File: config.mk
export PLATFORM = sky130hd
export DESIGN_NAME = mppt_pwm_gate_driver
export DESIGN_NICKNAME = d
export VERILOG_FILES = /design/src/rtl/mppt_pwm_gate_driver.sv
export SDC_FILE = /design/constraint.sdc
export NUM_CORES = 1
export LEC_CHECK = 0
export CAP_MARGIN = 20
export CORE_MARGIN = 3
export CORE_UTILIZATION = 52
export CTS_CLUSTER_DIAMETER = 120
export DETAILED_ROUTE_END_ITERATION = 7
export GPL_ROUTABILITY_DRIVEN = 0
export PLACE_DENSITY_LB_ADDON = 0.3
export SLEW_MARGIN = 15
export SYNTH_ARGS = -nofsm -noshare
export SYNTH_HDL_FRONTEND = slang
export SYNTH_SLANG_ARGS = --single-unit
File: constraint.sdc
create_clock -name clk -period 2.72 [get_ports clk]
set_clock_uncertainty 0.15 [all_clocks]
set_input_delay 0.408 -clock clk [delete_from_list [all_inputs] [get_ports clk]]
set_output_delay 0.408 -clock clk [all_outputs]
set_load 0.02 [all_outputs]
File: src/rtl/mppt_pwm_gate_driver.sv
// Complementary 256-clock PWM gate driver with shadowed duty, clamp and dead time; outputs registered (1 clk after cnt).
// No backpressure: duty_in is sampled once per period (or continuously while disabled), counter free-runs while enabled.
module mppt_pwm_gate_driver #(
    parameter int DEAD_TIME = 4,
    parameter int DUTY_MIN  = 8,
    parameter int DUTY_MAX  = 240
) (
    input  logic       clk,
    input  logic       rst_n,
    input  logic [7:0] duty_in,
    input  logic       enable,
    output logic       gate_hi,
    output logic       gate_lo,
    output logic       period_start,
    output logic       adc_trig,
    output logic [7:0] duty_active
);

    localparam logic [4:0] RUN_SAT = 5'(DEAD_TIME + 1);
    localparam logic [7:0] MAX_C   = 8'(DUTY_MAX);
    localparam logic [7:0] MIN_C   = 8'(DUTY_MIN);

    logic [7:0] cnt_q, cnt_d;
    logic [7:0] duty_active_q, duty_active_d;
    logic [4:0] run_q, run_d;
    logic       raw_prev_q, raw_prev_d;
    logic       gate_hi_q, gate_hi_d;
    logic       gate_lo_q, gate_lo_d;
    logic       period_start_q, period_start_d;
    logic       adc_trig_q, adc_trig_d;
    logic [7:0] dc;
    logic [7:0] adc_pt;
    logic       raw;

    always_comb begin
        dc     = (duty_in > MAX_C) ? MAX_C : ((duty_in < MIN_C) ? 8'd0 : duty_in);
        raw    = (cnt_q < duty_active_q);
        // Zero duty has no on-time, so sample mid-period instead.
        adc_pt = (duty_active_q == 8'd0) ? 8'd128 : (duty_active_q >> 1);

        cnt_d         = enable ? (cnt_q + 8'd1) : 8'd0;
        duty_active_d = (!enable || (cnt_q == 8'hFF)) ? dc : duty_active_q;
        raw_prev_d    = raw;

        // run_d counts cycles of unchanged raw including this one.
        if (!enable) begin
            run_d = 5'd0;
        end else if (raw != raw_prev_q) begin
            run_d = 5'd1;
        end else if (run_q < RUN_SAT) begin
            run_d = run_q + 5'd1;
        end else begin
            run_d = run_q;
        end

        gate_hi_d      = enable && raw  && (run_d == RUN_SAT);
        gate_lo_d      = enable && !raw && (run_d == RUN_SAT);
        period_start_d = enable && (cnt_q == 8'd0);
        adc_trig_d     = enable && (cnt_q == adc_pt);
    end

    always_ff @(posedge clk or negedge rst_n) begin
        if (!rst_n) begin
            cnt_q          <= 8'd0;
            duty_active_q  <= 8'd0;
            run_q          <= 5'd0;
            raw_prev_q     <= 1'b0;
            gate_hi_q      <= 1'b0;
            gate_lo_q      <= 1'b0;
            period_start_q <= 1'b0;
            adc_trig_q     <= 1'b0;
        end else begin
            cnt_q          <= cnt_d;
            duty_active_q  <= duty_active_d;
            run_q          <= run_d;
            raw_prev_q     <= raw_prev_d;
            gate_hi_q      <= gate_hi_d;
            gate_lo_q      <= gate_lo_d;
            period_start_q <= period_start_d;
            adc_trig_q     <= adc_trig_d;
        end
    end

    assign gate_hi      = gate_hi_q;
    assign gate_lo      = gate_lo_q;
    assign period_start = period_start_q;
    assign adc_trig     = adc_trig_q;
    assign duty_active  = duty_active_q;

endmodule

==> run_results.csv, run 1 <==
group,metric,value,unit
outcome,outcome,"finished, final reports clean",
global_route,grt_pass1_vias,1235,
global_route,track_usage,20.6,%
pwr,switching_share,29.6,%
pwr,powerDensity,463,nW/um^2
critical_path,critPathBufInv,1,
clock_network,htree_levels,1,
sta,timing.final.ws_setup,481,ps
clock_network,clkTransAtPathRegs,130,ps
critical_path,reg2reg_to,"run_q[3]$_DFF_PN0_",
placed_design,postPlaceCellArea,1690,um^2
clock_network,cts_buffer_depth,2,
finish,antenna_cells,0,
floorplan,fp.dieW,58.2,um
synth,avgSynthCellArea,10.1,um^2
critical_path,crit_chain,"inv_1 -> ha_1 -> a2111o_1 -> a311oi_4 -> xnor2_1 -> and3_1",
floorplan,start_util,55.7,%
synth,synth_edf_count,0,
floorplan,ios,23,
detailed_routing,drtPass1Iterations,4,
synth,synth_top_area_share,45.9,%
sta,fmax,447,MHz
synth,postSynthCellCount,141,
pwr,ir_drop,0.353,mV
pwr,p_clk_share,20.0,%
synth,async_flop_share,100,%
sta,relSlewSlack,66.4,%
global_route,grt_overflow,0,
finish,drive_gt1_share,7.23,%
pwr,comb_power_share,23.4,%
detailed_routing,vias,1125,
detailed_routing,wirelength,2990,um
critical_path,worst_setup_path_start_kind,"flop",
sta,setup_viol,0,
sta,drv_slew,0,
sta,fin_crit_sh,82.3,%
floorplan,coreArea,2540,um^2
pwr,power.switching,0.234,mW
clock_network,cts.sinks,26,
pwr,p_seq_share,56.6,%
detailed_routing,drt_iter0_drc,32,
sta,holdWs,287,ps
flow_run,cap_violations,0,
synth,ys.warnings.count,0,
synth,synth_flop_cell,"dfrtp_1",
finish,final_cell_mix,"26 x dfrtp_1, 22 x clkdlybuf4s50_1, 12 x inv_1, 12 x nand2_1, 11 x xnor2_1",
min_path,min_path_type,"in2async",
critical_path,crit_required,2830,ps
synth,yosysSeqAreaShare,45.9,%
synth,synthTopCellsByArea,"dfrtp_1 46%, ha_1 8.8%, xnor2_1 6.8%",
detailed_routing,wl_per_cell,15.3,um
sta,fin_crit,2240,ps
pwr,cellLeakagePower,0.773,nW
clock_network,cts_made_buffers,3,
clock_network,post-cts-setup-buffer-count,0,
clock_network,cts_tree,"done",
critical_path,crit_type,"reg2reg",
finish,layout.nets,189,
critical_path,cp_slowest_stage_delay,450,ps
placed_design,dp_slack,443,ps
clock_network,cts_root_buf,"clkbuf_4",
synth,ys_types,35,
placed_design,io_buffer_count,22,
detailed_routing,drc,0,
pwr,cell_internal_pwr,0.556,mW
detailed_routing,vias_per_cell,5.74,
finish,fin_util,67.1,%
finish,fin_area,1710,um^2
floorplan,dieHeight,58.2,um
critical_path,r2r_slack,480,ps
sta,setup_tns,0,ps
synth,syn_nets,162,
sta,rsz0062_at_grt,"false",
placed_design,dp_hpwl,2370,um
critical_path,critical_path_arrival,2350,ps
clock_network,cts_hold_buf,0,
critical_path,r2r_start,"duty_active[1]$_DFFE_PN0P_",
synth,synth_seq_cells,26,
synth,yosysTopAreaCell,"dfrtp_1",
critical_path,critPathMaxFanout,5,
sta,finalHoldViolCount,0,
floorplan,fp.dieArea,3390,um^2
clock_network,cts_repair_resize_count,0,
critical_path,rr_worst_depth,6,
synth,synthesis.area,1420,um^2
finish,area_growth,20.5,%
detailed_routing,ant_nets,0,
critical_path,cp.depth,6,
global_route,grt_max_degree,27,
finish,final_common_cell,"dfrtp_1",
clock_network,clkLatencyLatePin,310,ps
sta,tightest_slew,502,ps
critical_path,crit_family,"compound AO/OA/AOI/OAI gates",
critical_path,critPathCaptureType,"flop",
global_route,grt_pass1_wl,5350,um
critical_path,crit_path_top_delay_cell,"dfrtp_1",
global_route,antenna_found_initial,0,
floorplan,num_rows,18,
layout make-up:
cell class	count	area, um^2
Tap cell	30	37.5
Fill cell	214	837
Multi-Input combinational cell	99	706
Inverter	13	48.8
Timing Repair Buffer	25	243
Sequential cell	26	651
Clock buffer	3	22.5
routing by layer:
metal  GRT usage [%]  vias up  routed length, um
li1                -      551                  -
met1            23.1      537               1230
met2            37.3       31               1540
met3            3.34        6                158
met4            10.9        0                 60
met5               0        -                  0
worst reg2reg max path: cells and delay by family, from the launching register on:
family | cells | cell delay [ps]
buffers and inverters | 1 | 80
xor gates and xnor gates | 1 | 230
AOI/OAI and AO/OA | 2 | 770
DFF | 1 | 450
and+or+nand+nor | 1 | 210
adders and majority gates | 1 | 300
logic make-up (layout without fill, tap and decap cells):
family                     after synthesis  after routing  synth area share (%)
muxes                                    4              4                  3.18
DFF                                     26             26                  45.9
xor gates and xnor gates                14             14                  8.65
buffers and inverters                   16             41                  4.32
AOI/OAI and AO/OA                       20             20                  10.4
and+or+nand+nor                         51             51                  18.7
adders and majority gates               10             10                  8.83
power groups by stage:
stage | sequential, mW | combinational [mW] | clock [mW]
after floorplan | 0.462 | 0.0927 | 0
after global placement | 0.453 | 0.177 | 0
after detailed placement | 0.455 | 0.185 | 0
after CTS | 0.447 | 0.187 | 0.161
after global routing | 0.453 | 0.207 | 0.176
final | 0.447 | 0.185 | 0.158
registers in the layout (all words and copies together) (netlist names):
signal        cells
adc_trig          1
gate_hi           1
run_q             5
gate_lo           1
raw_prev_q        1
period_start      1
duty_active       8
cnt_q             8
cells in the mapped netlist, types with 2 or more instances:
cell type and instances:
xor2_1 3, a31oi_1 2, o21ai_0 5, nand2_1 12, mux2_2 4, nor2_1 10, nand4_1 3, and3_1 5
or4_1 2, o31ai_1 3, nand3_1 4, nor4_1 4, clkbuf_1 2, nor3_1 2, inv_1 12, xnor2_1 11
a21oi_1 3, nand2b_1 2, dfrtp_1 26, nor3b_1 2, ha_1 10
worst max path at each step:
stage               slack [ps]                          to                  startpoint
floorplan                  540          run_q[3]$_DFF_PN0_  duty_active[1]$_DFFE_PN0P_
global placement           540  duty_active[4]$_DFFE_PN0P_                      enable
detailed placement         440  duty_active[7]$_DFFE_PN0P_                      enable
CTS                        470          run_q[3]$_DFF_PN0_  duty_active[1]$_DFFE_PN0P_
global route               330          run_q[3]$_DFF_PN0_  duty_active[1]$_DFFE_PN0P_
finish                     480          run_q[3]$_DFF_PN0_  duty_active[1]$_DFFE_PN0P_
per-stage QoR:
step	total power [mW]	cells
after floorplan	0.555	141
after global placement	0.630	193
after detailed placement	0.640	193
after CTS	0.795	196
after global routing	0.835	196
final	0.790	196
Power figures use the tool's default switching activity.
==> run 2, diff against run 1 <==
Clock period 2.72 ns to 2.26 ns, I/O delays scaled along.
==> run_results.csv, run 2 (synthesis gave the netlist of run 1 again) <==
group,metric,value,unit
floorplan,coreArea,2540,um^2
placed_design,dpl.cell_count,203,
clock_network,cts_tree,"done",
floorplan,start_util,55.7,%
detailed_routing,wirelength,3050,um
pwr,p_total,1.10,mW
placed_design,dp_hpwl,2350,um
critical_path,crit_type,"reg2reg",
critical_path,critPathCaptureType,"flop",
finish,drive_gt1_share,13.6,%
min_path,min_path_type,"in2async",
placed_design,dp_slack,106,ps
finish,antenna_cells,0,
pwr,powerDensity,606,nW/um^2
floorplan,dieHeight,58.2,um
detailed_routing,wl_per_cell,14.7,um
floorplan,num_rows,18,
clock_network,cts_root_buf,"clkbuf_4",
global_route,grt_overflow,0,
sta,setup_tns,0,ps
placed_design,postPlaceCellArea,1760,um^2
pwr,p_seq_share,47.7,%
finish,final_cell_mix,"26 x dfrtp_1, 22 x clkdlybuf4s50_1, 13 x buf_4, 12 x inv_1, 12 x nand2_1",
pwr,comb_power_share,22.8,%
global_route,grt_pass1_wl,5240,um
global_route,grt_pass1_vias,1176,
critical_path,crit_required,2400,ps
finish,final_cell_count_no_fill,207,
finish,area_growth,28.4,%
clock_network,cts_buffer_depth,2,
finish,fin_util,71.5,%
critical_path,cp_slowest_stage_delay,460,ps
sta,tightest_slew,556,ps
floorplan,fp.dieArea,3390,um^2
sta,holdWs,191,ps
critical_path,worst_setup_path_start_kind,"flop",
clock_network,cts_hold_buf,0,
sta,rsz0062_at_grt,"false",
clock_network,cts_made_buffers,3,
detailed_routing,drtPass1Iterations,4,
sta,setup_viol,0,
detailed_routing,drt_iter0_drc,38,
critical_path,crit_chain,"ha_1 -> a2111o_1 -> a311oi_4 -> xnor2_2 -> and3_1",
flow_run,cap_violations,0,
detailed_routing,drc,0,
floorplan,fp.dieW,58.2,um
clock_network,clkTransAtPathRegs,140,ps
outcome,outcome,"finished, final reports clean",
pwr,switching_share,27.4,%
global_route,grt_max_degree,27,
pwr,power.switching,0.302,mW
detailed_routing,vias,1190,
critical_path,critical_path_arrival,2250,ps
clock_network,cts.sinks,26,
sta,fin_crit_sh,93.6,%
detailed_routing,vias_per_cell,5.75,
detailed_routing,ant_nets,0,
finish,final_common_cell,"dfrtp_1",
pwr,cell_internal_pwr,0.802,mW
finish,fin_area,1820,um^2
sta,relSlewSlack,62.7,%
critical_path,critPathMaxFanout,5,
finish,layout.nets,199,
sta,drv_slew,0,
sta,timing.final.ws_setup,145,ps
sta,fmax,473,MHz
finish,fillers,190,
sta,fin_crit,2110,ps
sta,finalHoldViolCount,0,
clock_network,clkLatencyLatePin,330,ps
pwr,cellLeakagePower,0.843,nW
pwr,ir_drop,0.482,mV
global_route,track_usage,20.9,%
global_route,antenna_found_initial,0,
floorplan,ios,23,
clock_network,htree_levels,1,
critical_path,crit_path_top_delay_cell,"dfrtp_1",
pwr,p_clk_share,29.5,%
placed_design,io_buffer_count,22,
clock_network,post-cts-setup-buffer-count,0,
==> run 2: cell count changes in the layout (fill, tap and decap cells not counted) <==
cell / previous run / this run
buf_4: 3 / 13
bufinv_16: 0 / 1
xnor2_1: 11 / 10
xnor2_2: 0 / 1
==> run 2: cell type report <==
cell class | instances | area [um^2] | share of cell area, %
inverters | 13 | 48.8 | 2.68
clock inverters | 1 | 30.0 | 1.65
well taps | 30 | 37.5 | 2.06
clock buffers | 3 | 22.5 | 1.24
multi-input cells | 99 | 713 | 39.2
flip-flops and latches | 26 | 651 | 35.7
repair buffers | 35 | 318 | 17.5
==> run 2: path summary, 6_finish.rpt <==
check / startpoint / endpoint / slack, ps / depth (start not counted)
max: cnt_q[1]$_DFF_PN0_ / run_q[1]$_DFF_PN0_ / 150 / 5
min: rst_n / run_q[2]$_DFF_PN0_ / 190 / 2
max reg2reg: cnt_q[1]$_DFF_PN0_ / run_q[1]$_DFF_PN0_ / 150 / 5
min reg2reg: raw_prev_q$_DFF_PN0_ / gate_lo$_DFF_PN0_ / 380 / 1
max in group asynchronous: rst_n / gate_hi$_DFF_PN0_ / 1520 / 2
min in group clk: raw_prev_q$_DFF_PN0_ / gate_lo$_DFF_PN0_ / 380 / 1
==> run 2: per-layer routing <==
layer  track usage [%]  share of wire, %
met5                 0                 0
met4              12.6               2.9
met3              3.79               6.5
met2              34.2                48
met1              25.7                42
==> run 2: power by group through the flow <==
stage	clock network [mW]	logic (mW)	registers, mW
2_1_floorplan	0	0.112	0.557
3_3_place_gp	0	0.242	0.532
3_5_place_dp	0	0.250	0.535
4_1_cts	0.329	0.253	0.527
5_1_grt	0.344	0.278	0.532
6_report	0.325	0.252	0.527
==> run 2: timing repair <==
item,4_1_cts,5_1_grt
endpoints found under the hold margin,0,0
endpoints found under the setup margin,0,3
gates resized for setup,0,1
==> run 2: critical path, delay by kind of cell (launching register included) <==
kind	cells	cell delay, ps
AOI/OAI and AO/OA	2	790
xor gates and xnor gates	1	180
adders and majority gates	1	300
DFF	1	460
and+or+nand+nor	1	190
==> run 3, diff against run 2 <==
Settings changed: CORE_MARGIN 3 to 10.
==> run_results.csv, run 3 (synthesis gave the netlist of run 1 again) <==
group,metric,value,unit
sta,holdWs,190,ps
finish,area_growth,28.4,%
placed_design,dp_hpwl,2540,um
sta,finalHoldViolCount,0,
critical_path,crit_family,"compound AO/OA/AOI/OAI gates",
finish,layout.nets,200,
global_route,track_usage,13.1,%
placed_design,io_buffer_count,22,
critical_path,worst_setup_path_start_kind,"flop",
floorplan,ios,23,
pwr,cellLeakagePower,0.843,nW
clock_network,cts_buffer_depth,2,
global_route,grt_pass1_vias,1298,
critical_path,crit_chain,"ha_1 -> a2111o_1 -> a311oi_4 -> xnor2_1 -> and3_1",
detailed_routing,wirelength,3260,um
clock_network,htree_levels,1,
clock_network,cts_made_buffers,3,
floorplan,coreArea,2540,um^2
sta,fin_crit_sh,96.7,%
sta,setup_tns,0,ps
finish,drive_gt1_share,13.5,%
outcome,outcome,"finished, final reports clean",
placed_design,dpl.cell_count,203,
global_route,grt_pass1_wl,5600,um
clock_network,clkLatencyLatePin,330,ps
critical_path,cp_slowest_stage_delay,470,ps
finish,final_common_cell,"dfrtp_1",
floorplan,dieHeight,72.2,um
critical_path,critPathMaxFanout,5,
detailed_routing,vias_per_cell,5.68,
detailed_routing,drc,0,
clock_network,cts_repair_resize_count,0,
global_route,grt_max_degree,27,
detailed_routing,ant_nets,0,
critical_path,critPathBufInv,0,
floorplan,fp.dieArea,5210,um^2
flow_run,cap_violations,0,
pwr,powerDensity,609,nW/um^2
sta,drv_slew,0,
critical_path,r2r_start,"cnt_q[1]$_DFF_PN0_",
clock_network,clkTransAtPathRegs,150,ps
detailed_routing,vias,1182,
sta,fin_crit,2190,ps
finish,fin_util,71.5,%
clock_network,cts.sinks,26,
sta,setup_viol,0,
sta,rsz0062_at_grt,"false",
pwr,ir_drop,0.532,mV
detailed_routing,wl_per_cell,15.7,um
finish,antenna_cells,0,
sta,tightest_slew,535,ps
floorplan,num_rows,18,
critical_path,critical_path.startpoint,"cnt_q[1]$_DFF_PN0_",
critical_path,rr_worst_depth,5,
sta,relSlewSlack,64.2,%
detailed_routing,drt_iter0_drc,84,
critical_path,critPathCaptureType,"flop",
global_route,grt_overflow,0,
finish,final_cell_count_no_fill,208,
critical_path,crit_required,2380,ps
pwr,p_total,1.11,mW
critical_path,cp.depth,5,
clock_network,cts_root_buf,"clkbuf_4",
critical_path,critical_path_arrival,2310,ps
global_route,antenna_found_initial,0,
critical_path,r2r_slack,70,ps
finish,final_cell_mix,"26 x dfrtp_1, 22 x clkdlybuf4s50_1, 14 x buf_4, 12 x inv_1, 12 x nand2_1",
critical_path,crit_type,"reg2reg",
floorplan,start_util,55.7,%
sta,fmax,458,MHz
min_path,min_path_type,"in2async",
detailed_routing,drtPass1Iterations,4,
critical_path,crit_path_top_delay_cell,"dfrtp_1",
floorplan,fp.dieW,72.2,um
clock_network,cts_tree,"done",
## run 3: changes by cell type in the layout (fill, tap and decap cells not counted), sizes merged
cell	change
buf	+1
## run 3: area by class of cell
cell class,count,area [um^2]
tap,30,37.5
fill,192,724
inverter,13,48.8
clock buffer,3,22.5
sequential,26,651
timing repair buffer,36,325
multi-input combinational,99,706
clock inverter,1,30.0
## run 3: per-stage QoR
step | area (um^2) | setup slack (ps)
finish | 1820 | 74.9
global route | 1820 | 14.8
CTS | 1810 | 75.0
detailed placement | 1760 | 95.6
global placement | 1760 | 189
floorplan | 1420 | 81.5
## run 3: path summary, 6_finish.rpt
check / end
min in group clk: gate_lo$_DFF_PN0_
setup reg to reg: run_q[2]$_DFF_PN0_
hold / removal: gate_hi$_DFF_PN0_
max in group asynchronous: duty_active[3]$_DFFE_PN0P_
hold reg to reg: gate_lo$_DFF_PN0_
setup / recovery: run_q[2]$_DFF_PN0_
## run 3: metal layers
metal / vias to the layer above / wire, um / global-route usage, %
met3: 11 / 240 / 4.63
met5: - / 0 / 0
met4: 0 / 80 / 6.02
met2: 41 / 1570 / 22.6
li1: 567 / - / -
met1: 563 / 1370 / 14.0
## run 3: power by group
part	leakage (nW)	internal (mW)	switching, mW
clock network	0.0279	0.180	0.145
logic	0.479	0.128	0.128
registers	0.336	0.496	0.0311
## run 3: worst register-to-register path, delay by kind of cell (launching register included)
family | cells | cell delay (ps)
compound gates | 2 | 770
xor+xnor | 1 | 230
flops | 1 | 470
fa+ha+maj | 1 | 300
simple gates | 1 | 210
## run 3: repair_timing
item	CTS	global route
endpoints found under the hold margin	0	0
buffers inserted	0	1
endpoints found under the setup margin	0	2
hold buffers	0	0
